## src/rtl/dm_arbiter.sv

```systemverilog
// dm_arbiter: two-requester data-memory arbiter with size/alignment handling,
// lane steering for stores and loads, and a bounded wait for the memory ack.
module dm_arbiter #(
    parameter int unsigned TIMEOUT = 16
) (
    input  logic        clk,
    input  logic        reset,

    input  logic        r0_req,
    input  logic        r0_we,
    input  logic [1:0]  r0_sel,
    input  logic [31:0] r0_addr,
    input  logic [31:0] r0_wdata,
    output logic        r0_gnt,
    output logic        r0_done,
    output logic        r0_err,
    output logic [31:0] r0_rdata,

    input  logic        r1_req,
    input  logic        r1_we,
    input  logic [1:0]  r1_sel,
    input  logic [31:0] r1_addr,
    input  logic [31:0] r1_wdata,
    output logic        r1_gnt,
    output logic        r1_done,
    output logic        r1_err,
    output logic [31:0] r1_rdata,

    output logic        m_req,
    output logic [31:0] m_addr,
    output logic [31:0] m_wdata,
    output logic [3:0]  m_byteen,
    input  logic        m_ack,
    input  logic [31:0] m_rdata
);

    localparam int unsigned CNT_W = (TIMEOUT > 1) ? $clog2(TIMEOUT) : 1;

    localparam logic [1:0] SEL_WORD = 2'b00;
    localparam logic [1:0] SEL_HALF = 2'b01;
    localparam logic [1:0] SEL_BYTE = 2'b10;

    typedef enum logic [1:0] {
        IDLE = 2'd0,
        BUSY = 2'd1,
        DONE = 2'd2
    } state_t;

    state_t             state;
    logic               last;
    logic               owner;
    logic               mask_vld;
    logic               mask_id;
    logic [CNT_W-1:0]   cnt;
    logic               bad_q;
    logic               we_q;
    logic [1:0]         sel_q;
    logic [1:0]         off_q;
    logic [31:0]        rdata_q;

    // Arbitration result and the winner's payload
    logic               elig0;
    logic               elig1;
    logic               any_req;
    logic               pick;
    logic               pick_we;
    logic [1:0]         pick_sel;
    logic [31:0]        pick_addr;
    logic [31:0]        pick_wdata;

    // Lane steering for the winner and load extraction for the owner
    logic               bad;
    logic [3:0]         lane_be;
    logic [31:0]        lane_wdata;
    logic [31:0]        load_data;

    assign r0_rdata = rdata_q;
    assign r1_rdata = rdata_q;

    // Round-robin pick with the just-served requester masked for one IDLE cycle
    always_comb begin
        elig0   = r0_req && !(mask_vld && (mask_id == 1'b0));
        elig1   = r1_req && !(mask_vld && (mask_id == 1'b1));
        any_req = elig0 || elig1;
        pick    = elig1;
        if (elig0 && elig1) begin
            pick = ~last;
        end
        pick_we    = pick ? r1_we    : r0_we;
        pick_sel   = pick ? r1_sel   : r0_sel;
        pick_addr  = pick ? r1_addr  : r0_addr;
        pick_wdata = pick ? r1_wdata : r0_wdata;
    end

    // Legality check, byte enables and store-data placement for the winner
    always_comb begin
        bad        = 1'b0;
        lane_be    = 4'b0000;
        lane_wdata = 32'h0;
        case (pick_sel)
            SEL_WORD: begin
                bad        = (pick_addr[1:0] != 2'b00);
                lane_be    = 4'b1111;
                lane_wdata = pick_wdata;
            end
            SEL_HALF: begin
                bad        = pick_addr[0];
                lane_be    = pick_addr[1] ? 4'b1100 : 4'b0011;
                lane_wdata = pick_addr[1] ? {pick_wdata[15:0], 16'h0}
                                          : {16'h0, pick_wdata[15:0]};
            end
            SEL_BYTE: begin
                case (pick_addr[1:0])
                    2'b00:   begin lane_be = 4'b0001; lane_wdata = {24'h0, pick_wdata[7:0]};        end
                    2'b01:   begin lane_be = 4'b0010; lane_wdata = {16'h0, pick_wdata[7:0], 8'h0};  end
                    2'b10:   begin lane_be = 4'b0100; lane_wdata = {8'h0, pick_wdata[7:0], 16'h0};  end
                    default: begin lane_be = 4'b1000; lane_wdata = {pick_wdata[7:0], 24'h0};        end
                endcase
            end
            default: begin
                bad = 1'b1;
            end
        endcase
    end

    // Right-align and zero-extend the addressed lane(s) of the memory word
    always_comb begin
        load_data = 32'h0;
        case (sel_q)
            SEL_WORD: load_data = m_rdata;
            SEL_HALF: load_data = off_q[1] ? {16'h0, m_rdata[31:16]} : {16'h0, m_rdata[15:0]};
            SEL_BYTE: begin
                case (off_q)
                    2'b00:   load_data = {24'h0, m_rdata[7:0]};
                    2'b01:   load_data = {24'h0, m_rdata[15:8]};
                    2'b10:   load_data = {24'h0, m_rdata[23:16]};
                    default: load_data = {24'h0, m_rdata[31:24]};
                endcase
            end
            default: load_data = 32'h0;
        endcase
    end

    // Control FSM with all handshake outputs registered
    always_ff @(posedge clk) begin
        if (!reset) begin
            state    <= IDLE;
            last     <= 1'b1;
            owner    <= 1'b0;
            mask_vld <= 1'b0;
            mask_id  <= 1'b0;
            cnt      <= '0;
            bad_q    <= 1'b0;
            we_q     <= 1'b0;
            sel_q    <= 2'b00;
            off_q    <= 2'b00;
            rdata_q  <= 32'h0;
            r0_gnt   <= 1'b0;
            r1_gnt   <= 1'b0;
            r0_done  <= 1'b0;
            r1_done  <= 1'b0;
            r0_err   <= 1'b0;
            r1_err   <= 1'b0;
            m_req    <= 1'b0;
            m_addr   <= 32'h0;
            m_wdata  <= 32'h0;
            m_byteen <= 4'b0000;
        end else begin
            r0_gnt  <= 1'b0;
            r1_gnt  <= 1'b0;
            r0_done <= 1'b0;
            r1_done <= 1'b0;
            r0_err  <= 1'b0;
            r1_err  <= 1'b0;
            case (state)
                IDLE: begin
                    mask_vld <= 1'b0;
                    if (any_req) begin
                        owner    <= pick;
                        last     <= pick;
                        r0_gnt   <= (pick == 1'b0);
                        r1_gnt   <= (pick == 1'b1);
                        bad_q    <= bad;
                        we_q     <= pick_we;
                        sel_q    <= pick_sel;
                        off_q    <= pick_addr[1:0];
                        m_addr   <= {pick_addr[31:2], 2'b00};
                        m_wdata  <= pick_we ? lane_wdata : 32'h0;
                        m_byteen <= pick_we ? lane_be : 4'b0000;
                        m_req    <= !bad;
                        cnt      <= '0;
                        state    <= BUSY;
                    end
                end
                BUSY: begin
                    if (bad_q) begin
                        // Rejected request: finish with an error, memory untouched
                        r0_done <= (owner == 1'b0);
                        r1_done <= (owner == 1'b1);
                        r0_err  <= (owner == 1'b0);
                        r1_err  <= (owner == 1'b1);
                        rdata_q <= 32'h0;
                        state   <= DONE;
                    end else if (m_ack) begin
                        m_req   <= 1'b0;
                        r0_done <= (owner == 1'b0);
                        r1_done <= (owner == 1'b1);
                        rdata_q <= we_q ? 32'h0 : load_data;
                        state   <= DONE;
                    end else if (cnt == CNT_W'(TIMEOUT - 1)) begin
                        // Memory never answered: abort the access
                        m_req   <= 1'b0;
                        r0_done <= (owner == 1'b0);
                        r1_done <= (owner == 1'b1);
                        r0_err  <= (owner == 1'b0);
                        r1_err  <= (owner == 1'b1);
                        rdata_q <= 32'h0;
                        state   <= DONE;
                    end else begin
                        cnt <= cnt + CNT_W'(1);
                    end
                end
                DONE: begin
                    mask_vld <= 1'b1;
                    mask_id  <= owner;
                    state    <= IDLE;
                end
                default: begin
                    m_req <= 1'b0;
                    state <= IDLE;
                end
            endcase
        end
    end

endmodule

```

## config.mk

```make
export PLATFORM = sky130hd
export DESIGN_NAME = dm_arbiter
export DESIGN_NICKNAME = d
export VERILOG_FILES = /design/src/rtl/dm_arbiter.sv
export SDC_FILE = /design/constraint.sdc
export NUM_CORES = 1
export LEC_CHECK = 0
export CORE_MARGIN = 2
export CORE_UTILIZATION = 40
export CTS_CLUSTER_DIAMETER = 200
export DETAILED_ROUTE_END_ITERATION = 16
export GPL_ROUTABILITY_DRIVEN = 0
export PLACE_DENSITY = 0.76
export SETUP_SLACK_MARGIN = 0.02
export SLEW_MARGIN = 10
export SYNTH_ARGS = -nofsm -noshare
export SYNTH_HDL_FRONTEND = slang
export SYNTH_SLANG_ARGS = --single-unit
```

## constraint.sdc

```tcl
create_clock -name clk -period 1.96 [get_ports clk]
set_input_delay 0.392 -clock clk [delete_from_list [all_inputs] [get_ports clk]]
set_output_delay 0.392 -clock clk [all_outputs]
set_load 0.005 [all_outputs]
```

==> flow_summary.yaml <==
clocking:
  cts_tree: "built"
  cts_buffer_depth: 2
  cts_sinks: 121
  numCtsBuffers: 17
  htree_levels: 4
  clkSlewWorstSetupHoldPaths_ns: 0.06
  insertion_delay_ns: 0.42
  clockRootBuffer: "clkbuf_16"
yosys:
  avgSynthCellArea_um2: 7.70
  ys.flop_type: "dfxtp_1"
  synth_edf_count: 0
  syn_area_um2: 6560
  yosysWarnings: 0
  ys_types: 64
  ys_ff_latch: 121
  postSynthCellCount: 852
  yosysSeqAreaShare_pct: 36.9
  async_flop_share_pct: 0
routing:
  drt_iter0_drc: 615
  wire_per_inst_um: 18.2
  viasPerCell: 5.56
  firstDrtPassIters: 8
  ant_nets: 0
  vias: 7840
  routed_wl_mm: 25.7
  drc: 0
global_route:
  grt.total_usage_pct: 27.7
  antenna_found_initial: 1
  grt_pass1_wl_mm: 38.3
  overflow: 0
  grt_pass1_vias: 7085
  grt_max_degree: 56
die:
  rows: 46
  core_area_um2: 15900
  pin_count: 310
  die_w_um: 132
  die_area_um2: 17400
  die_h_um: 132
  initial_utilization_pct: 41.1
cells_and_area:
  layout.cells.most_common: "clkdlybuf4s50_1"
  final_cell_mix: "clkdlybuf4s50_1, nand2_1, dfxtp_1"
  fin_cells: 1410
  syn2layout_area_growth_pct: 65.6
  drive_gt1_share_pct: 12.9
  nets: 1353
sta:
  worst_pin_slew_ns: 0.542
  post-route-min-period_ns: 1.78
  fmax_mhz: 563
  slew_violations: 0
  fin_crit_sh_pct: 90.7
  tns_ns: 0
  hold_slack_ns: 0.451
  finalHoldViolCount: 0
  max_slew_margin_pct: 63.7
  fin_skew_ns: 0.00590
  rsz0062_at_grt: "false"
  setup_violations: 0
place:
  portBuffers: 307
  hpwl_mm: 19.3
  dp.cells: 1372
power:
  netSwitchingFraction_pct: 28.2
  p_leak_nw: 4.23
  p_total_w: 0.00808
  comb_power_share_pct: 27.7
  p_int_w: 0.00581
  vdd_ir_drop_max_v: 0.000608
  power_density_nw_per_um2: 744
  p_clk_share_pct: 37.6
  power_switching_w: 0.00228
  p_seq_share_pct: 34.7
worst_setup_path:
  cpMostUsedCell: "buf_4"
  critical_path_arrival_ns: 2.06
  critPathRequiredTime_ns: 2.24
  cp-start-kind: "input port"
  cp_slowest_cell: "clkdlybuf4s50_1"
  critical_path_class: "in2reg"
  slowest_delay_ns: 0.44
  worstPathMaxFanout: 13
  cp-end-kind: "flip-flop"
  cp_cell_sequence: "clkdlybuf4s50_1 > and3b_1 > nor2_4 > buf_12 > buf_4 > mux2i_2 > buf_4 > o21ai_0"
outcome:
  status: "complete, no violations"
job:
  cap_violations: 0
hold_path:
  hp-class: "reg2reg"
stage by stage:
stage	utilization, %	cell area (um^2)	setup WS, ns
6_report	68.2	10900	0.183
5_1_grt	68.2	10900	0.0580
4_1_cts	67.4	10700	0.0593
3_5_place_dp	63.8	10200	-0.428
3_3_place_gp	63.8	10200	-0.398
2_1_floorplan	-	6560	0.202
synthesized netlist by cell type (5+ instances only):
cell	count	area, um^2
o221ai_1	8	70.1
clkbuf_1	40	150
a21oi_1	42	210
a31oi_1	26	163
dfxtp_1	121	2420
o21ai_0	42	210
buf_1	5	18.8
nand3_1	29	145
o21bai_1	9	67.6
nor3_1	30	150
buf_4	38	285
nor2b_1	29	181
inv_1	5	18.8
buf_2	13	65.1
nand2_1	147	552
and3_1	6	37.5
mux2i_1	19	190
nand4_1	8	50.1
a22oi_1	17	128
nor2_1	88	330
a311oi_1	34	298
nor4_1	16	100
buf_6	7	78.8
o22ai_1	7	43.8
nand2b_1	7	43.8
a41oi_1	8	70.1
critical path: cells and delay by family:
kind | cells | cell delay, ns
multiplexers | 1 | 0.23
AND/OR/NAND/NOR | 2 | 0.46
AO/OA/AOI/OAI | 1 | 0.09
buffers and inverters | 4 | 0.89
layer usage:
metal	share of wire (%)	GRT usage, %
met1	40	33.5
met2	49	47.5
met3	8.4	6.69
met4	2.9	10.7
met5	0	0
timing repair:
item	4_1_cts	5_1_grt
buffers inserted	0	4
setup endpoints to repair	7	45
pin swaps	1	5
hold buffers	0	0
gates cloned	0	2
resized for setup	1	8
layout make-up:
| type | count | area (um^2) |
|---|---|---|
| fillers | 1341 | 5080 |
| repair buffers | 412 | 4000 |
| multi-input cells | 624 | 3580 |
| flip-flops and latches | 121 | 2420 |
| clock buffers | 23 | 468 |
| well taps | 216 | 270 |
| clock inverters | 8 | 96.3 |
| inverters | 5 | 18.8 |
| diodes | 1 | 2.50 |
state kept, by name (all words and copies together) (netlist names):
name      count
mask_id       1
m_req         1
r1_err        1
cnt           4
m_wdata      32
off_q         2
mask_vld      1
m_addr       30
r0_rdata     32
we_q          1
r1_done       1
m_byteen      4
state         2
last          1
r0_gnt        1
r0_done       1
owner         1
bad_q         1
sel_q         2
r0_err        1
r1_gnt        1
cell families after synthesis:
family	share of synthesized area, %
buf+inv	9.40
compound gates	22.6
mux	2.90
simple gates	27.8
other cells	0.0572
fa+ha+maj	0.191
xor+xnor	0.134
flops	36.9
power groups by stage:
| stage | logic (W) | clock network, W | registers (W) |
|---|---|---|---|
| floorplan | 0.000963 | 0 | 0.00283 |
| finish | 0.00224 | 0.00304 | 0.00281 |
| global route | 0.00239 | 0.00318 | 0.00283 |
| CTS | 0.00216 | 0.00307 | 0.00280 |
| global placement | 0.00211 | 0 | 0.00285 |
| detailed placement | 0.00215 | 0 | 0.00285 |
path summary, 6_finish.rpt:
check | slack, ns | to | cells after the start | start
min reg2reg | 0.45 | m_wdata[3] | 2 | m_wdata[3]
max reg2reg | 0.19 | m_wdata[26] | 6 | state[0]
max | 0.18 | m_wdata[6] | 8 | r0_req
min | 0.45 | m_wdata[3] | 2 | m_wdata[3]
Power figures use the tool's default switching activity.
